**config.mk**
```make
export PLATFORM = sky130hd
export DESIGN_NAME = uart_core_cfg
export DESIGN_NICKNAME = d
export VERILOG_FILES = /design/src/rtl/uart_cfg_pkg.sv /design/src/rtl/uart_cfg_rx.sv /design/src/rtl/uart_cfg_tx.sv /design/src/rtl/uart_core_cfg.sv
export SDC_FILE = /design/constraint.sdc
export NUM_CORES = 1
export LEC_CHECK = 0
export CELL_PAD_IN_SITES_DETAIL_PLACEMENT = 1
export CELL_PAD_IN_SITES_GLOBAL_PLACEMENT = 1
export CORE_UTILIZATION = 45
export DETAILED_ROUTE_END_ITERATION = 8
export PLACE_DENSITY = 0.86
export SLEW_MARGIN = 5
export SYNTH_ARGS = -nofsm -noshare
export SYNTH_HDL_FRONTEND = slang
export SYNTH_SLANG_ARGS = --single-unit
export TNS_END_PERCENT = 1
```
**constraint.sdc**
```tcl
create_clock -name clk -period 3.7 [get_ports clk]
set_input_delay 0.74 -clock clk [delete_from_list [all_inputs] [get_ports clk]]
set_output_delay 0.74 -clock clk [all_outputs]
set_load 0.01 [all_outputs]
```
**src/rtl/uart_cfg_pkg.sv**
```systemverilog
`default_nettype none
// ============================================================================
// Module      : uart_cfg_pkg
// Description : Shared state encodings, constants and parity helper for the
//               configurable UART core.
// Revision    : 1.0 - initial release
// ============================================================================
package uart_cfg_pkg;

    localparam int MIN_DIV = 4;

    typedef enum logic [2:0] {
        TX_IDLE   = 3'd0,
        TX_START  = 3'd1,
        TX_DATA   = 3'd2,
        TX_PARITY = 3'd3,
        TX_STOP   = 3'd4
    } tx_state_t;

    typedef enum logic [2:0] {
        RX_IDLE   = 3'd0,
        RX_START  = 3'd1,
        RX_DATA   = 3'd2,
        RX_PARITY = 3'd3,
        RX_STOP   = 3'd4
    } rx_state_t;

    // Narrower words are zero-extended by the caller, which leaves the XOR unchanged.
    function automatic logic parity_of(input logic [7:0] data, input logic odd);
        return (^data) ^ odd;
    endfunction

endpackage
`default_nettype wire

```
**src/rtl/uart_cfg_rx.sv**
```systemverilog
`default_nettype none
// ============================================================================
// Module      : uart_cfg_rx
// Description : UART receiver with 2-flop synchroniser, mid-bit sampling and
//               false-start rejection; emits a one-cycle strobe per frame.
// Revision    : 1.0 - initial release
// ============================================================================
module uart_cfg_rx
    import uart_cfg_pkg::*;
#(
    parameter int DATA_BITS  = 8,
    parameter int PARITY_EN  = 1,
    parameter int PARITY_ODD = 0,
    parameter int DIV_W      = 16
) (
    input  logic                 clk,
    input  logic                 rst,
    input  logic [DIV_W-1:0]     i_div,
    input  logic                 i_line,
    output logic                 o_done,
    output logic [DATA_BITS-1:0] o_data,
    output logic                 o_perr,
    output logic                 o_ferr
);

    localparam int            BW         = $clog2(DATA_BITS + 1);
    localparam logic [BW-1:0] c_LAST_BIT = BW'(DATA_BITS - 1);
    localparam logic          c_ODD      = (PARITY_ODD != 0);

    rx_state_t            r_state, w_state_next;
    logic [DIV_W-1:0]     r_div, r_cnt, w_div;
    logic [BW-1:0]        r_bit;
    logic [DATA_BITS-1:0] r_shift;
    logic                 r_perr;
    logic                 r_s1, r_s2, r_s3;
    logic                 w_line, w_fall, w_start, w_bit_end;

    assign w_div  = (i_div < DIV_W'(MIN_DIV)) ? DIV_W'(MIN_DIV) : i_div;
    assign w_line = r_s2;
    assign w_fall = r_s3 & ~r_s2;
    assign o_data = r_shift;
    assign o_perr = r_perr;
    assign o_ferr = ~w_line;

    // r_s3 only remembers the previous synchronised level for edge detection.
    always_ff @(posedge clk) begin
        if (rst) begin
            r_s1 <= 1'b1;
            r_s2 <= 1'b1;
            r_s3 <= 1'b1;
        end else begin
            r_s1 <= i_line;
            r_s2 <= r_s1;
            r_s3 <= r_s2;
        end
    end

    always_ff @(posedge clk) begin
        if (rst) r_state <= RX_IDLE;
        else     r_state <= w_state_next;
    end

    always_comb begin
        w_state_next = r_state;
        w_start      = 1'b0;
        w_bit_end    = (r_cnt == DIV_W'(1));
        o_done       = 1'b0;
        case (r_state)
            RX_IDLE: begin
                if (w_fall) begin
                    w_start      = 1'b1;
                    w_state_next = RX_START;
                end
            end
            RX_START: begin
                if (w_bit_end) w_state_next = w_line ? RX_IDLE : RX_DATA;
            end
            RX_DATA: begin
                if (w_bit_end && (r_bit == c_LAST_BIT))
                    w_state_next = (PARITY_EN != 0) ? RX_PARITY : RX_STOP;
            end
            RX_PARITY: begin
                if (w_bit_end) w_state_next = RX_STOP;
            end
            RX_STOP: begin
                if (w_bit_end) begin
                    o_done       = 1'b1;
                    w_state_next = RX_IDLE;
                end
            end
            default: w_state_next = RX_IDLE;
        endcase
    end

    // First wait is half a bit so every later sample lands mid-bit.
    always_ff @(posedge clk) begin
        if (rst) begin
            r_div   <= DIV_W'(MIN_DIV);
            r_cnt   <= DIV_W'(MIN_DIV);
            r_bit   <= '0;
            r_shift <= '0;
            r_perr  <= 1'b0;
        end else if (w_start) begin
            r_div  <= w_div;
            r_cnt  <= w_div >> 1;
            r_bit  <= '0;
            r_perr <= 1'b0;
        end else if (r_state != RX_IDLE) begin
            if (w_bit_end) begin
                r_cnt <= r_div;
                if (r_state == RX_DATA) begin
                    r_shift <= {w_line, r_shift[DATA_BITS-1:1]};
                    r_bit   <= r_bit + 1'b1;
                end
                if (r_state == RX_PARITY)
                    r_perr <= parity_of(8'(r_shift), c_ODD) ^ w_line;
            end else begin
                r_cnt <= r_cnt - 1'b1;
            end
        end
    end

endmodule
`default_nettype wire

```
**src/rtl/uart_cfg_tx.sv**
```systemverilog
`default_nettype none
// ============================================================================
// Module      : uart_cfg_tx
// Description : UART transmitter with compile-time frame format and a baud
//               divisor latched at frame start.
// Revision    : 1.0 - initial release
// ============================================================================
module uart_cfg_tx
    import uart_cfg_pkg::*;
#(
    parameter int DATA_BITS  = 8,
    parameter int PARITY_EN  = 1,
    parameter int PARITY_ODD = 0,
    parameter int STOP_BITS  = 1,
    parameter int DIV_W      = 16
) (
    input  logic                 clk,
    input  logic                 rst,
    input  logic [DIV_W-1:0]     i_div,
    input  logic                 i_valid,
    output logic                 o_ready,
    input  logic [DATA_BITS-1:0] i_data,
    output logic                 o_line,
    output logic                 o_busy,
    output logic                 o_done
);

    localparam int              BW          = $clog2(DATA_BITS + 1);
    localparam logic [BW-1:0]   c_LAST_BIT  = BW'(DATA_BITS - 1);
    localparam logic            c_STOP_MORE = (STOP_BITS == 2);
    localparam logic            c_ODD       = (PARITY_ODD != 0);

    tx_state_t            r_state, w_state_next;
    logic [DIV_W-1:0]     r_div, r_cnt, w_div;
    logic [BW-1:0]        r_bit;
    logic [DATA_BITS-1:0] r_shift;
    logic                 r_par, r_stop_left;
    logic                 w_start, w_bit_end;

    assign w_div = (i_div < DIV_W'(MIN_DIV)) ? DIV_W'(MIN_DIV) : i_div;

    always_ff @(posedge clk) begin
        if (rst) r_state <= TX_IDLE;
        else     r_state <= w_state_next;
    end

    always_comb begin
        w_state_next = r_state;
        w_start      = 1'b0;
        w_bit_end    = (r_cnt == DIV_W'(1));
        o_line       = 1'b1;
        o_ready      = 1'b0;
        o_busy       = 1'b1;
        o_done       = 1'b0;
        case (r_state)
            TX_IDLE: begin
                o_ready = 1'b1;
                o_busy  = 1'b0;
                if (i_valid) begin
                    w_start      = 1'b1;
                    w_state_next = TX_START;
                end
            end
            TX_START: begin
                o_line = 1'b0;
                if (w_bit_end) w_state_next = TX_DATA;
            end
            TX_DATA: begin
                o_line = r_shift[0];
                if (w_bit_end && (r_bit == c_LAST_BIT))
                    w_state_next = (PARITY_EN != 0) ? TX_PARITY : TX_STOP;
            end
            TX_PARITY: begin
                o_line = r_par;
                if (w_bit_end) w_state_next = TX_STOP;
            end
            TX_STOP: begin
                if (w_bit_end && !r_stop_left) begin
                    o_done       = 1'b1;
                    w_state_next = TX_IDLE;
                end
            end
            default: w_state_next = TX_IDLE;
        endcase
    end

    // Parity is taken from the latched word so the shifter can consume it freely.
    always_ff @(posedge clk) begin
        if (rst) begin
            r_div       <= DIV_W'(MIN_DIV);
            r_cnt       <= DIV_W'(MIN_DIV);
            r_bit       <= '0;
            r_shift     <= '0;
            r_par       <= 1'b0;
            r_stop_left <= 1'b0;
        end else if (w_start) begin
            r_div       <= w_div;
            r_cnt       <= w_div;
            r_bit       <= '0;
            r_shift     <= i_data;
            r_par       <= parity_of(8'(i_data), c_ODD);
            r_stop_left <= c_STOP_MORE;
        end else if (r_state != TX_IDLE) begin
            if (w_bit_end) begin
                r_cnt <= r_div;
                if (r_state == TX_DATA) begin
                    r_shift <= r_shift >> 1;
                    r_bit   <= r_bit + 1'b1;
                end
                if (r_state == TX_STOP) r_stop_left <= 1'b0;
            end else begin
                r_cnt <= r_cnt - 1'b1;
            end
        end
    end

endmodule
`default_nettype wire

```
**src/rtl/uart_core_cfg.sv**
```systemverilog
`default_nettype none
// ============================================================================
// Module      : uart_core_cfg
// Description : Full-duplex configurable UART: TX/RX engines, loopback mux and
//               a one-entry RX holding register with overrun detection.
// Revision    : 1.0 - initial release
// ============================================================================
module uart_core_cfg
    import uart_cfg_pkg::*;
#(
    parameter int DATA_BITS  = 8,
    parameter int PARITY_EN  = 1,
    parameter int PARITY_ODD = 0,
    parameter int STOP_BITS  = 1,
    parameter int DIV_W      = 16
) (
    input  logic                 clk,
    input  logic                 rst,
    input  logic [DIV_W-1:0]     baud_div,
    input  logic                 loopback,
    input  logic                 tx_valid,
    output logic                 tx_ready,
    input  logic [DATA_BITS-1:0] tx_data,
    output logic                 tx_serial,
    output logic                 tx_busy,
    output logic                 tx_done,
    input  logic                 rx_serial,
    output logic                 rx_valid,
    input  logic                 rx_ready,
    output logic [DATA_BITS-1:0] rx_data,
    output logic                 parity_error,
    output logic                 frame_error,
    output logic                 rx_overrun
);

    logic                 w_tx_line, w_rx_in;
    logic                 w_rx_done, w_rx_perr, w_rx_ferr, w_load;
    logic [DATA_BITS-1:0] w_rx_word;
    logic                 r_valid, r_perr, r_ferr, r_overrun;
    logic [DATA_BITS-1:0] r_data;

    assign tx_serial = loopback ? 1'b1 : w_tx_line;
    assign w_rx_in   = loopback ? w_tx_line : rx_serial;

    uart_cfg_tx #(
        .DATA_BITS  (DATA_BITS),
        .PARITY_EN  (PARITY_EN),
        .PARITY_ODD (PARITY_ODD),
        .STOP_BITS  (STOP_BITS),
        .DIV_W      (DIV_W)
    ) u_tx (
        .clk     (clk),
        .rst     (rst),
        .i_div   (baud_div),
        .i_valid (tx_valid),
        .o_ready (tx_ready),
        .i_data  (tx_data),
        .o_line  (w_tx_line),
        .o_busy  (tx_busy),
        .o_done  (tx_done)
    );

    uart_cfg_rx #(
        .DATA_BITS  (DATA_BITS),
        .PARITY_EN  (PARITY_EN),
        .PARITY_ODD (PARITY_ODD),
        .DIV_W      (DIV_W)
    ) u_rx (
        .clk    (clk),
        .rst    (rst),
        .i_div  (baud_div),
        .i_line (w_rx_in),
        .o_done (w_rx_done),
        .o_data (w_rx_word),
        .o_perr (w_rx_perr),
        .o_ferr (w_rx_ferr)
    );

    // A read in the same cycle frees the slot, so a new frame may replace it.
    assign w_load = w_rx_done && (!r_valid || rx_ready);

    always_ff @(posedge clk) begin
        if (rst) begin
            r_valid   <= 1'b0;
            r_data    <= '0;
            r_perr    <= 1'b0;
            r_ferr    <= 1'b0;
            r_overrun <= 1'b0;
        end else begin
            r_overrun <= w_rx_done && r_valid && !rx_ready;
            if (w_load) begin
                r_valid <= 1'b1;
                r_data  <= w_rx_word;
                r_perr  <= w_rx_perr;
                r_ferr  <= w_rx_ferr;
            end else if (r_valid && rx_ready) begin
                r_valid <= 1'b0;
            end
        end
    end

    assign rx_valid     = r_valid;
    assign rx_data      = r_data;
    assign parity_error = r_perr;
    assign frame_error  = r_ferr;
    assign rx_overrun   = r_overrun;

endmodule
`default_nettype wire
```
==> flow_summary.yaml <==
worst_setup_path:
  cp-end-kind: "primary output"
  worstPathCellList: "ha_1 > or3b_2 > nand2b_1 > nor2_1 > and3_1 > clkdlybuf4s50_1"
  cp_max_fo: 8
  cp_data_arrival_time_ps: 2850
  max_stage_delay_ps: 550
  crit_family: "simple AND/OR/NAND/NOR gates"
  worst_setup_path_start_kind: "flop"
  critical_path_class: "flop to primary output"
  cp_slowest_cell: "clkdlybuf4s50_1"
  crit_required_ps: 2960
  crit_buf_inv: 1
sta:
  grt_setup_unrepaired: "false"
  setup_viol: 0
  worst_pin_slew_ps: 902
  timing.fmax_mhz: 278
  hold_violations: 0
  maxSlewViolCount: 0
  finalCritPeriodShare: 0.971
  fin_worst_hold_slack_ps: 418
  min_period_ps: 3590
  slew_headroom: 0.397
  finClkSkew_ps: 12.6
  layout_setup_ws_ps: 107
  final.setup.tns_ps: 0
power:
  finalPower_mw: 2.88
  p_per_area_mw_per_mm2: 449
  p_leak_nw: 2.26
  ir_drop_v: 0.000186
cts:
  cts_hold_buf: 0
  cts_resized: 0
  cts_buffer_depth: 2
  cts_made_buffers: 9
  clock_latency_ps: 360
  cts_setup_buffers: 0
  cts.sinks: 111
  clk_pin_slew_ps: 70
  cts_tree: "yes"
  htreeDepth: 3
  ctsRootBufferMaster: "clkbuf_16"
floorplan:
  core_mm2: 0.0120
  io_pins: 46
  fp-row-count: 40
  die_h_um: 113
  dieArea_mm2: 0.0128
  die_w_um: 113
  initial_core_util: 0.464
synthesis:
  syn_area_per_cell_um2: 7.85
  ys.flop_type: "dfxtp_1"
  yosys-top-cells-area: "dfxtp_1, nand2_1, a21oi_1"
  syn-cell-area_mm2: 0.00557
  yosys_warnings: 0
  yosysTopAreaCell: "dfxtp_1"
  synthCells: 709
  ys_types: 55
  async_reset_ff_frac: 0
  ys_ff_latch: 111
  synth_edf_count: 0
  synthesis.nets: 745
  ys_seq_area_frac: 0.399
  synth_top_area_frac: 0.399
routing:
  viasPerCell: 6.09
  wl_per_cell_um: 19.3
  routed_wirelength_um: 17000
  drt-initial-drc-count: 271
  drc: 0
  dr_total_vias: 5382
  ant_nets: 0
  drt_pass1_iterations: 5
worst_hold_path:
  hold_class: "flop to flop"
placement:
  dp_hpwl_um: 11400
  pre_cts_slack_ps: 547
  gp_congestion: 0.823
  port_buffers: 45
cells_and_area:
  antenna_cells: 0
  final_cell_mix: "nand2_1, dfxtp_1, a21oi_1"
  syn2layout_area_growth_pct: 15.3
  nets: 768
  final_layout_size_suffix_gt1_frac: 0.0651
  final_common_cell: "nand2_1"
  nFillCells: 1467
grt:
  grt.overflow.total: 0
  first_global_vias: 5595
  grt_start_max_net_pins: 77
  grt_use_total: 0.277
  grt_pass1_wl_um: 28000
  antenna_found_initial: 0
outcome:
  status: "complete, no violations"
flow_run:
  cap_violations: 0
-- synthesized netlist by cell type, types with 3 or more instances --
cell type,n
a211o_1,6
a211oi_1,8
a21oi_1,75
a221oi_1,8
a311oi_1,12
a31oi_1,4
and2_1,3
and3_1,5
clkbuf_1,42
dfxtp_1,111
ha_1,6
inv_1,9
mux2_2,4
mux2i_1,14
nand2_1,146
nand2b_1,9
nand3_1,22
nand3b_1,5
nand4_1,3
nor2_1,46
nor2b_1,6
nor3_1,21
nor4_1,13
o211ai_1,5
o21a_1,3
o21ai_0,30
o221ai_1,3
o22ai_1,5
o31ai_1,3
o32ai_1,3
o41ai_1,3
or2_2,5
or3_1,7
or3b_2,3
or4_1,5
xnor2_1,22
xor2_1,11
-- layer usage --
metal  track usage  share of wire  vias up
li1              -              -     2564
met1         0.341           0.44     2657
met2         0.484           0.49      117
met3        0.0391          0.033       44
met4         0.120          0.031        0
met5             0              0        -
-- cell families after synthesis --
group,Yosys count,synth area share
and+or+nand+nor,307,0.258
AOI/OAI and AO/OA,177,0.200
xor gates and xnor gates,34,0.0560
DFF,111,0.399
adders and majority gates,6,0.0135
muxes,18,0.0333
buffers and inverters,56,0.0409
-- layout make-up --
class                   instances  area (um2)  share of cell area
clock buffers                  10         239              0.0372
clock inverters                 6        67.6              0.0105
inverters                       9        33.8             0.00526
multi-input cells             542        3120               0.486
flip-flops and latches        111        2220               0.346
well taps                     147         184              0.0287
repair buffers                 59         553              0.0862
-- worst paths after layout --
check	start	to	slack, ps	depth (start not counted)
setup / recovery	u_tx.r_cnt[0]	tx_done	110	6
hold / removal	u_rx.r_s1	u_rx.r_s2	420	1
setup reg to reg	u_rx.r_cnt[4]	u_rx.o_data[2]	910	5
hold reg to reg	u_rx.r_s1	u_rx.r_s2	420	1
-- state kept, by name (all words and copies together) (netlist names), 3 cells and up --
name	flops
u_rx.r_div	16
u_tx.r_div	16
u_tx.r_cnt	16
u_tx.r_bit	4
u_tx.r_shift	8
u_tx.r_state	3
rx_data	8
u_rx.r_cnt	16
u_rx.o_data	8
u_rx.r_bit	4
u_rx.r_state	3
-- through the flow --
step	cells	cell area (um2)	utilization
floorplan	709	5570	-
global placement	868	6110	0.509
detailed placement	868	6110	0.509
CTS	884	6420	0.534
global route	884	6420	0.534
finish	884	6420	0.534
-- where the power goes --
| part | leakage, nW | total [mW] | internal (mW) | switching (mW) |
|---|---|---|---|---|
| Sequential | 0.906 | 1.34 | 1.26 | 0.0792 |
| Clock | 0.151 | 1.02 | 0.550 | 0.471 |
| Combinational | 1.20 | 0.524 | 0.214 | 0.310 |
| Total | 2.26 | 2.88 | 2.02 | 0.860 |
Power figures use the tool's default switching activity.
